===== src/rtl/id_hazard_ctrl.sv =====
// Decode-stage hazard/forwarding controller: N-stage operand forwarding, per-register
// load scoreboard and HI/LO busy tracking. Optional perf counters under HAZ_PERF_CNT_EN.
module id_hazard_ctrl #(
  parameter int DW       = 32,
  parameter int AW       = 5,
  parameter int NFWD     = 2,
  parameter int LOAD_LAT = 2,
  parameter int MD_LAT   = 4
) (
  input  logic               clk,
  input  logic               rst,
  input  logic               id_valid,
  input  logic               ex_ready,
  input  logic               flush,
  input  logic               rs_used,
  input  logic               rt_used,
  input  logic [AW-1:0]      rs,
  input  logic [AW-1:0]      rt,
  input  logic               rf_we,
  input  logic [AW-1:0]      waddr,
  input  logic               is_load,
  input  logic               is_md,
  input  logic               hilo_re,
  input  logic [DW-1:0]      rdata1,
  input  logic [DW-1:0]      rdata2,
  input  logic [NFWD-1:0]    fwd_we,
  input  logic [NFWD*AW-1:0] fwd_waddr,
  input  logic [NFWD*DW-1:0] fwd_wdata,
  output logic [DW-1:0]      src1_data,
  output logic [DW-1:0]      src2_data,
  output logic               stallreq,
  output logic               issue_fire,
  output logic               md_busy
`ifdef HAZ_PERF_CNT_EN
  ,
  output logic [31:0]        stall_cycles,
  output logic [31:0]        md_stall_cycles
`endif
);

  localparam int NREG = 1 << AW;
  localparam int CW   = $clog2(LOAD_LAT + 1);
  localparam int MW   = $clog2(MD_LAT + 1);
  localparam logic [CW-1:0] LOAD_INIT = CW'(LOAD_LAT);
  localparam logic [MW-1:0] MD_INIT   = MW'(MD_LAT);

  logic [CW-1:0] sb_cnt [NREG];
  logic [MW-1:0] md_cnt;
  logic          rs_hz;
  logic          rt_hz;
  logic          md_hz;
  logic          load_set;

  // Handshake: the instruction in ID leaves (issue_fire) only when it is valid, not
  // flushed, hazard-free and EX is ready; state updates on the following rising edge.
  assign rs_hz      = rs_used && (rs != '0) && (sb_cnt[rs] != '0);
  assign rt_hz      = rt_used && (rt != '0) && (sb_cnt[rt] != '0);
  assign md_busy    = (md_cnt != '0);
  assign md_hz      = (hilo_re || is_md) && md_busy;
  assign stallreq   = id_valid && !flush && (rs_hz || rt_hz || md_hz);
  assign issue_fire = id_valid && ex_ready && !stallreq && !flush;
  assign load_set   = issue_fire && rf_we && is_load && (waddr != '0);

  always_ff @(posedge clk or negedge rst) begin
    if (!rst) begin
      for (int i = 0; i < NREG; i++) sb_cnt[i] <= '0;
    end else begin
      for (int i = 0; i < NREG; i++) begin
        if (load_set && (waddr == AW'(i))) sb_cnt[i] <= LOAD_INIT;
        else if (sb_cnt[i] != '0)          sb_cnt[i] <= sb_cnt[i] - 1'b1;
      end
    end
  end

  always_ff @(posedge clk or negedge rst) begin
    if (!rst)                     md_cnt <= '0;
    else if (issue_fire && is_md) md_cnt <= MD_INIT;
    else if (md_cnt != '0)        md_cnt <= md_cnt - 1'b1;
  end

  // Walk from oldest to youngest so the youngest matching stage overrides.
  always_comb begin
    src1_data = rdata1;
    src2_data = rdata2;
    for (int k = NFWD - 1; k >= 0; k--) begin
      if (fwd_we[k] && (fwd_waddr[k*AW +: AW] == rs)) src1_data = fwd_wdata[k*DW +: DW];
      if (fwd_we[k] && (fwd_waddr[k*AW +: AW] == rt)) src2_data = fwd_wdata[k*DW +: DW];
    end
    if (rs == '0) src1_data = '0;
    if (rt == '0) src2_data = '0;
  end

`ifdef HAZ_PERF_CNT_EN
  always_ff @(posedge clk or negedge rst) begin
    if (!rst) begin
      stall_cycles    <= '0;
      md_stall_cycles <= '0;
    end else begin
      if (stallreq)                      stall_cycles    <= stall_cycles + 32'd1;
      if (stallreq && !(rs_hz || rt_hz)) md_stall_cycles <= md_stall_cycles + 32'd1;
    end
  end
`endif

endmodule


===== config.mk =====
export PLATFORM = sky130hd
export DESIGN_NAME = id_hazard_ctrl
export DESIGN_NICKNAME = d
export VERILOG_FILES = /design/src/rtl/id_hazard_ctrl.sv
export SDC_FILE = /design/constraint.sdc
export NUM_CORES = 1
export LEC_CHECK = 0
export ABC_AREA = 1
export BUFFER_PORTS_ARGS = -buffer_cell sky130_fd_sc_hd__buf_4
export CAP_MARGIN = 20
export CELL_PAD_IN_SITES_DETAIL_PLACEMENT = 1
export CELL_PAD_IN_SITES_GLOBAL_PLACEMENT = 1
export CORE_MARGIN = 5
export CORE_UTILIZATION = 35
export CTS_BUF_LIST = sky130_fd_sc_hd__clkbuf_4 sky130_fd_sc_hd__clkbuf_8 sky130_fd_sc_hd__clkbuf_16
export CTS_CLUSTER_SIZE = 12
export DETAILED_ROUTE_END_ITERATION = 10
export PLACE_DENSITY_LB_ADDON = 0.1
export SETUP_SLACK_MARGIN = 0.02
export SLEW_MARGIN = 15
export SYNTH_ARGS = -nofsm -noshare
export SYNTH_HDL_FRONTEND = slang
export SYNTH_SLANG_ARGS = --single-unit

===== constraint.sdc =====
create_clock -name clk -period 2.94 [get_ports clk]
set_input_delay 0.588 -clock clk [delete_from_list [all_inputs] [get_ports clk]]
set_output_delay 0.588 -clock clk [all_outputs]
set_load 0.005 [all_outputs]

==> summary.md, run 1 <==
| Metric | Value |
|---|---|
| Chip height | `151 um` |
| Worst Setup SP | `rs[2]` |
| Die width | `151 um` |
| Switch Pwr | `2840 uW` |
| Length in cells of the worst reg-to-reg path | `15` |
| Initial antenna violation count | `0` |
| Post-synthesis instance total | `1131` |
| DR DRC count | `0` |
| Routed via count | `7876` |
| F_max | `0.360 GHz` |
| Pwr Density | `707 nW/um2` |
| Number of max-cap violations | `0` |
| Share of layout cells above drive strength 1 | `22.7%` |
| CTS clock-pin slew for the worst setup and hold paths | `0.06 ns` |
| Leakage | `0.00540 uW` |
| RSZ-0062 raised after global routing | `no` |
| Flops & latches, synth | `67` |
| Via/cell ratio | `4.89` |
| DRT Wirelength | `26900 um` |
| DR pass1 iterations | `4` |
| Row count | `51` |
| Final Non-Filler Cells | `1609` |
| Clock buffer depth | `2` |
| M3 GR Usage | `4.43%` |
| Slew @ Worst Pin | `0.874 ns` |
| Tot GR Track Use | `22.9%` |
| Met1 Use GR | `28.4%` |
| Clk_skew | `0.00785 ns` |
| Worst setup SP type | `input pin` |
| Port buffer count | `232` |
| Most Crowded Layer GR | `met2` |
| Remaining Overflow, GRT | `0` |
| Worst ir drop on vdd | `0.435 mV` |
| Crit path arrival time | `2.19 ns` |
| Sequential fraction of the synthesis area | `24.2%` |
| Min Tclk post-route | `2.78 ns` |
| Clk_lat worst skew | `0.34 ns` |
| Vias in the first global route | `7926` |
| Starting DRC count in detailed routing | `311` |
| Logic pwr share | `54.2%` |
| # clock sinks | `67` |
| Setup CP Type | `input pin to output pin` |
| Average wire per standard cell | `16.7 um` |
| Final setup vio count | `0` |
| First-pass GRT wire length | `41000 um` |
| N_diodes | `0` |
| CP Max Fanout | `64` |
| CTS root buf | `clkbuf_16` |
| Register share of total power | `27.7%` |
| Syn Area/Cell | `6.12 um2` |
| Dpl cells | `1592` |
| Hold WC Path Type | `input pin to asynchronous set/reset pin` |
| Synth cell types | `32` |
| Switching share of power | `43.0%` |
| I/O pin cnt | `233` |
| Layout area overhead | `34.8%` |
| DPL Wire Length | `21400 um` |
| Setup TNS Final | `0 ns` |
| GPL Wtd Cong | `0.897` |
| Starting density of the core | `35.6%` |
| GR met2 Demand/Resource | `41.1%` |
| Antenna-violating nets left | `0` |
| CTS tree | `done` |
| Total internal power | `3760 uW` |
| Max-slew violations | `0` |
| Required @ worst endpoint | `2.35 ns` |
| Run status | `complete, no violations` |
| Ys Warns | `0` |
| CTS Buf Count | `9` |
| Core ar. | `19500 um2` |
| Setup crit end kind | `output pin` |
| H-tree Lvls | `3` |
| Hold Vio Cnt, Final | `0` |
| Die area | `22700 um2` |
| Largest net degree at the start of global routing | `68` |
| R2R Path Start | `sb_cnt[54]` |
| Worst slew margin | `41.7%` |
| Syn_nets | `1331` |
| Clock power frac | `18.1%` |
| Post-layout nets | `1539` |
| Final period util | `94.4%` |
| Mapped Area | `6920 um2` |
## power by group through the flow
stage	combinational [uW]	sequential (uW)	clock (uW)
3_5_place_dp	3540	1840	0
4_1_cts	3630	1830	1230
3_3_place_gp	3350	1810	0
2_1_floorplan	2570	1740	0
5_1_grt	4160	1900	1270
6_report	3570	1830	1200
## metal layers
metal,vias to the layer above,share of wire (%)
li1,3964,-
met1,3726,43
met2,154,51
met3,32,4.9
met4,0,1.8
met5,-,0
## worst max-delay path: stages
cell        delay [ns]
buf_4             0.17
clkinvlp_4        0.18
a221oi_2          0.32
nand3_2           0.14
buf_12            0.20
nand2_1           0.08
o21ai_0           0.06
o21ai_0           0.18
inv_1             0.07
buf_4             0.14
## final timing paths
path                                  to  slack, ns
setup / recovery           src1_data[29]       0.16
hold / removal                sb_cnt[30]       0.33
setup reg to reg              sb_cnt[46]       0.67
hold reg to reg               sb_cnt[62]       0.48
max in group asynchronous     sb_cnt[25]       1.99
min in group clk              sb_cnt[62]       0.48
## through the flow
stage                     util [%]  hold WS [ns]  cell area [um2]  setup slack [ns]  power [uW]
final                         47.9         0.332             9330             0.164        6600
after global routing          47.9         0.418             9330           0.00586        7320
after CTS                     47.7         0.406             9290             0.115        6680
after detailed placement      46.1         0.472             8970             0.116        5380
after global placement        46.1         0.465             8970             0.132        5150
after floorplan                  -         0.292             6920             0.407        4310
## synthesized netlist by cell type, drive strengths merged
cell type	instances	area, um2
inv	268	1010
nand2	210	791
o21ai	142	711
nor2	125	499
a21oi	107	539
dfrtp	67	1680
ha	34	425
nand3	32	165
xnor2	32	280
nand4	31	300
clkbuf	29	110
buf	17	108
nor3	11	55.1
a221oi	6	52.6
o22ai	6	37.5
xor2	5	43.8
nor4	4	85.1
o211ai	3	22.5
a31oi	1	6.26
nor3b	1	7.51
## placed cells by master (no fill, tap or decap)
cell type and n:
nor3_1 11, buf_4 235, nand4_2 17, o21ai_1 20
o211ai_1 3, a31oi_1 1, clkinv_2 1, a21oi_2 1
a21oi_1 106, a221oi_2 4, nor4_4 4, nand4_1 14
nand2_2 1, xnor2_1 32, o22ai_1 6, inv_6 1
inv_1 260, nand3_1 29, clkinv_4 3, o21ai_0 122
nor2_2 4, clkbuf_16 9, nand3_2 3, buf_12 8
a221oi_1 2, clkinvlp_4 1, ha_1 34, nor2_4 3
bufinv_16 2, nand2_1 209, nor3b_2 1, dfrtp_1 67
xor2_1 5, nor2_1 118, inv_2 7
## repair_timing
action                     4_1_cts  5_1_grt
hold buffers                     0        0
resized for setup                0        8
buffers inserted                 0        1
setup endpoints to repair        0       46
hold endpoints to repair         0        0
## sequential cells by signal, summed over array words and instances (netlist names)
name / cells
md_cnt: 3
sb_cnt: 64
## cells by family (layout without fill, tap and decap cells)
logic type | after synthesis | in the layout | synth area share [%]
AOI/OAI and AO/OA | 265 | 265 | 19.8
xor gates and xnor gates | 37 | 37 | 4.68
adders and majority gates | 34 | 34 | 6.15
buffers and inverters | 314 | 527 | 17.7
DFF | 67 | 67 | 24.2
and+or+nand+nor | 414 | 414 | 27.5
## area by class of cell
cell class,instances,area (um2)
Clock buffer,9,225
Clock inverter,7,100
Fill cell,2646,10100
Inverter,268,1010
Multi-Input combinational cell,750,4060
Sequential cell,67,1680
Tap cell,265,332
Timing Repair Buffer,243,1920
(Power assumes the default switching activity.)
==> run 2: changes to the inputs <==
- CORE_MARGIN: 5 -> 1
- CTS_CLUSTER_DIAMETER: not set -> 40
- GPL_TIMING_DRIVEN: not set -> 0
==> summary.md, run 2 (synthesized netlist as in run 1, its figures left out) <==
| Metric | Value |
|---|---|
| Run status | `complete, no violations` |
| Largest net degree at the start of global routing | `68 (unchanged)` |
| Dpl cells | `1623 (+1.9%)` |
| Die width | `143 um (-5.3%)` |
| Max-slew violations | `0 (unchanged)` |
| Min Tclk post-route | `2.93 ns (+0.152 ns)` |
| Slowest-stage cell, CP | `a221oi_4` |
| Worst setup SP type | `input pin` |
| DR pass1 iterations | `6 (+2)` |
| Remaining Overflow, GRT | `0 (unchanged)` |
| Top reg by flops | `sb_cnt` |
| CTS root buf | `clkbuf_16` |
| DPL Wire Length | `22600 um (+5.7%)` |
| WP buf/inv | `6 (+1)` |
| I/O pin cnt | `233 (unchanged)` |
| # clock sinks | `67 (unchanged)` |
| Most Crowded Layer GR | `met2` |
| Worst ir drop on vdd | `0.485 mV (+12%)` |
| Hold Vio Cnt, Final | `0 (unchanged)` |
| H-tree Lvls | `3 (unchanged)` |
| Starting density of the core | `35.7% (+0.12 points)` |
| Setup crit end kind | `output pin` |
| Row count | `51 (unchanged)` |
| Worst slew margin | `36.5% (-5.2 points)` |
| CTS tree | `done` |
| CP top delay family | `buffers and inverters` |
| Length in cells of the worst reg-to-reg path | `16 (+1)` |
| Number of max-cap violations | `0 (unchanged)` |
| Starting DRC count in detailed routing | `324 (+4.2%)` |
| F_max | `0.342 GHz (-5.2%)` |
| Biggest regs | `sb_cnt x64, md_cnt x3` |
| Max FFs per register | `64 (unchanged)` |
| Port buffer count | `227 (-2.2%)` |
| Final setup vio count | `0 (unchanged)` |
| M3 GR Usage | `5.30% (+0.87 points)` |
| Tot GR Track Use | `27.9% (+5.0 points)` |
| Clock buffer depth | `2 (unchanged)` |
| R2R Path Start | `sb_cnt[50]` |
| CP most frequent cell | `buf_4` |
| Critical-path cell list | `buf_4 > inv_2 > o22ai_1 > a221oi_4 > buf_4 > nand3_2 > buf_6 > nand2_1 > o21ai_0 > o21ai_0 > inv_1 > buf_4` |
| Post-layout nets | `1589 (+3.2%)` |
| Met1 Use GR | `33.5% (+5.1 points)` |
| GR met2 Demand/Resource | `49.6% (+8.5 points)` |
| Routed via count | `8311 (+5.5%)` |
| Core ar. | `19400 um2 (-0.33%)` |
| Crit path arrival time | `2.34 ns (+0.15 ns)` |
| Sequential cell area | `1680 um2 (unchanged)` |
| Share of layout cells above drive strength 1 | `25.9% (+3.2 points)` |
| Hold WC Path Type | `input pin to asynchronous set/reset pin` |
| DRT Wirelength | `28700 um (+6.9%)` |
| Reg2Reg Capture Point | `sb_cnt[22]` |
| Clk_lat worst skew | `0.35 ns (about the same)` |
| Average wire per standard cell | `17.3 um (+3.7%)` |
| Layout area overhead | `38.9%` |
| RSZ-0062 raised after global routing | `yes` |
| Commonest non-fill, non-tap cell in the layout | `inv_1` |
| Pwr Density | `679 nW/um2 (-4.0%)` |
| Final Non-Filler Cells | `1659 (+3.1%)` |
| Via/cell ratio | `5.01 (+2.3%)` |
| Chip height | `143 um (-5.3%)` |
| Initial antenna violation count | `0 (unchanged)` |
| GPL Wtd Cong | `0.884 (-1.5%)` |
| Clk_skew | `0.00806 ns (+0.000217 ns)` |
| Worst R2R Setup Slack | `0.61 ns (-0.06 ns)` |
| DR DRC count | `0 (unchanged)` |
| Leakage | `0.00558 uW (+3.4%)` |
| Max stage delay on crit path | `0.29 ns (-0.03 ns)` |
| Area of the multi-input gates | `4130 um2 (+1.5%)` |
| Die area | `20300 um2 (-10%)` |
| Vias in the first global route | `8318 (+4.9%)` |
| CTS clock-pin slew for the worst setup and hold paths | `0.06 ns (about the same)` |
| N_diodes | `0 (unchanged)` |
| CTS Buf Count | `9 (unchanged)` |
| Fillers | `2702 (+2.1%)` |
| First-pass GRT wire length | `43400 um (+5.7%)` |
| Min Hold Slack | `0.339 ns (+0.00705 ns)` |
| Required @ worst endpoint | `2.35 ns (about the same)` |
| Commonest non-fill, non-tap cells in the layout | `inv_1, buf_4, nand2_1` |
| Final period util | `99.6% (+5.2 points)` |
| CP Max Fanout | `8 (-88%)` |
| Slew @ Worst Pin | `0.950 ns (+0.0764 ns)` |
| Setup CP Type | `input pin to output pin` |
| Antenna-violating nets left | `0 (unchanged)` |
-- run 2: cell count changes in the layout (fill, tap and decap cells not counted), sizes merged --
cell	before	now
clkinvlp	1	2
inv	268	270
buf	243	269
clkbuf	9	32
clkinv	4	2
nand3	32	33
bufinv	2	1
-- run 2: per-layer routing --
| metal | part of all wire [%] | up-vias |
|---|---|---|
| met5 | 0 | - |
| met4 | 2.5 | 0 |
| met3 | 5.6 | 51 |
| met2 | 50 | 223 |
| met1 | 42 | 3978 |
| li1 | - | 4059 |
-- run 2: worst max-delay path by stage --
| stage | start | to | cells past startpoint |
|---|---|---|---|
| after floorplan | rt[2] | src2_data[21] | 10 |
| after global placement | rt[2] | src2_data[13] | 11 |
| after detailed placement | rt[2] | src2_data[13] | 10 |
| after CTS | fwd_waddr[0] | src2_data[13] | 12 |
| after global routing | rt[2] | src2_data[14] | 12 |
| final | rt[2] | src2_data[14] | 12 |
-- run 2: metrics by stage --
step | cell area [um2] | setup TNS (ns) | total power, uW | setup slack [ns] | utilization, %
global route | 9610 | -0.778 | 7220 | -0.0727 | 49.6
finish | 9610 | 0 | 6520 | 0.0121 | 49.6
CTS | 9440 | 0 | 6560 | 0.00177 | 48.6
floorplan | 6920 | 0 | 4310 | 0.407 | -
global placement | 8960 | -17.92 | 5110 | -0.474 | 46.2
detailed placement | 8960 | -17.14 | 5360 | -0.456 | 46.2
-- run 2: layout make-up --
cell class	count	area share [%]
sequential	67	17.4
clock inverter	7	0.794
timing repair buffer	246	19.5
buffer	46	3.11
multi-input combinational	751	42.9
tap	265	3.45
clock buffer	9	2.34
inverter	268	10.5
-- run 2: report_power, final --
group,switching (uW),internal [uW]
Sequential,377,1440
Clock,447,662
Combinational,2000,1600
Total,2830,3700
-- run 2: repair_timing --
action,in CTS,in global routing
endpoints found under the setup margin,65,66
buffers inserted,11,7
hold buffers,0,0
gates resized for setup,35,70
cloned,2,0
pin swaps,8,5
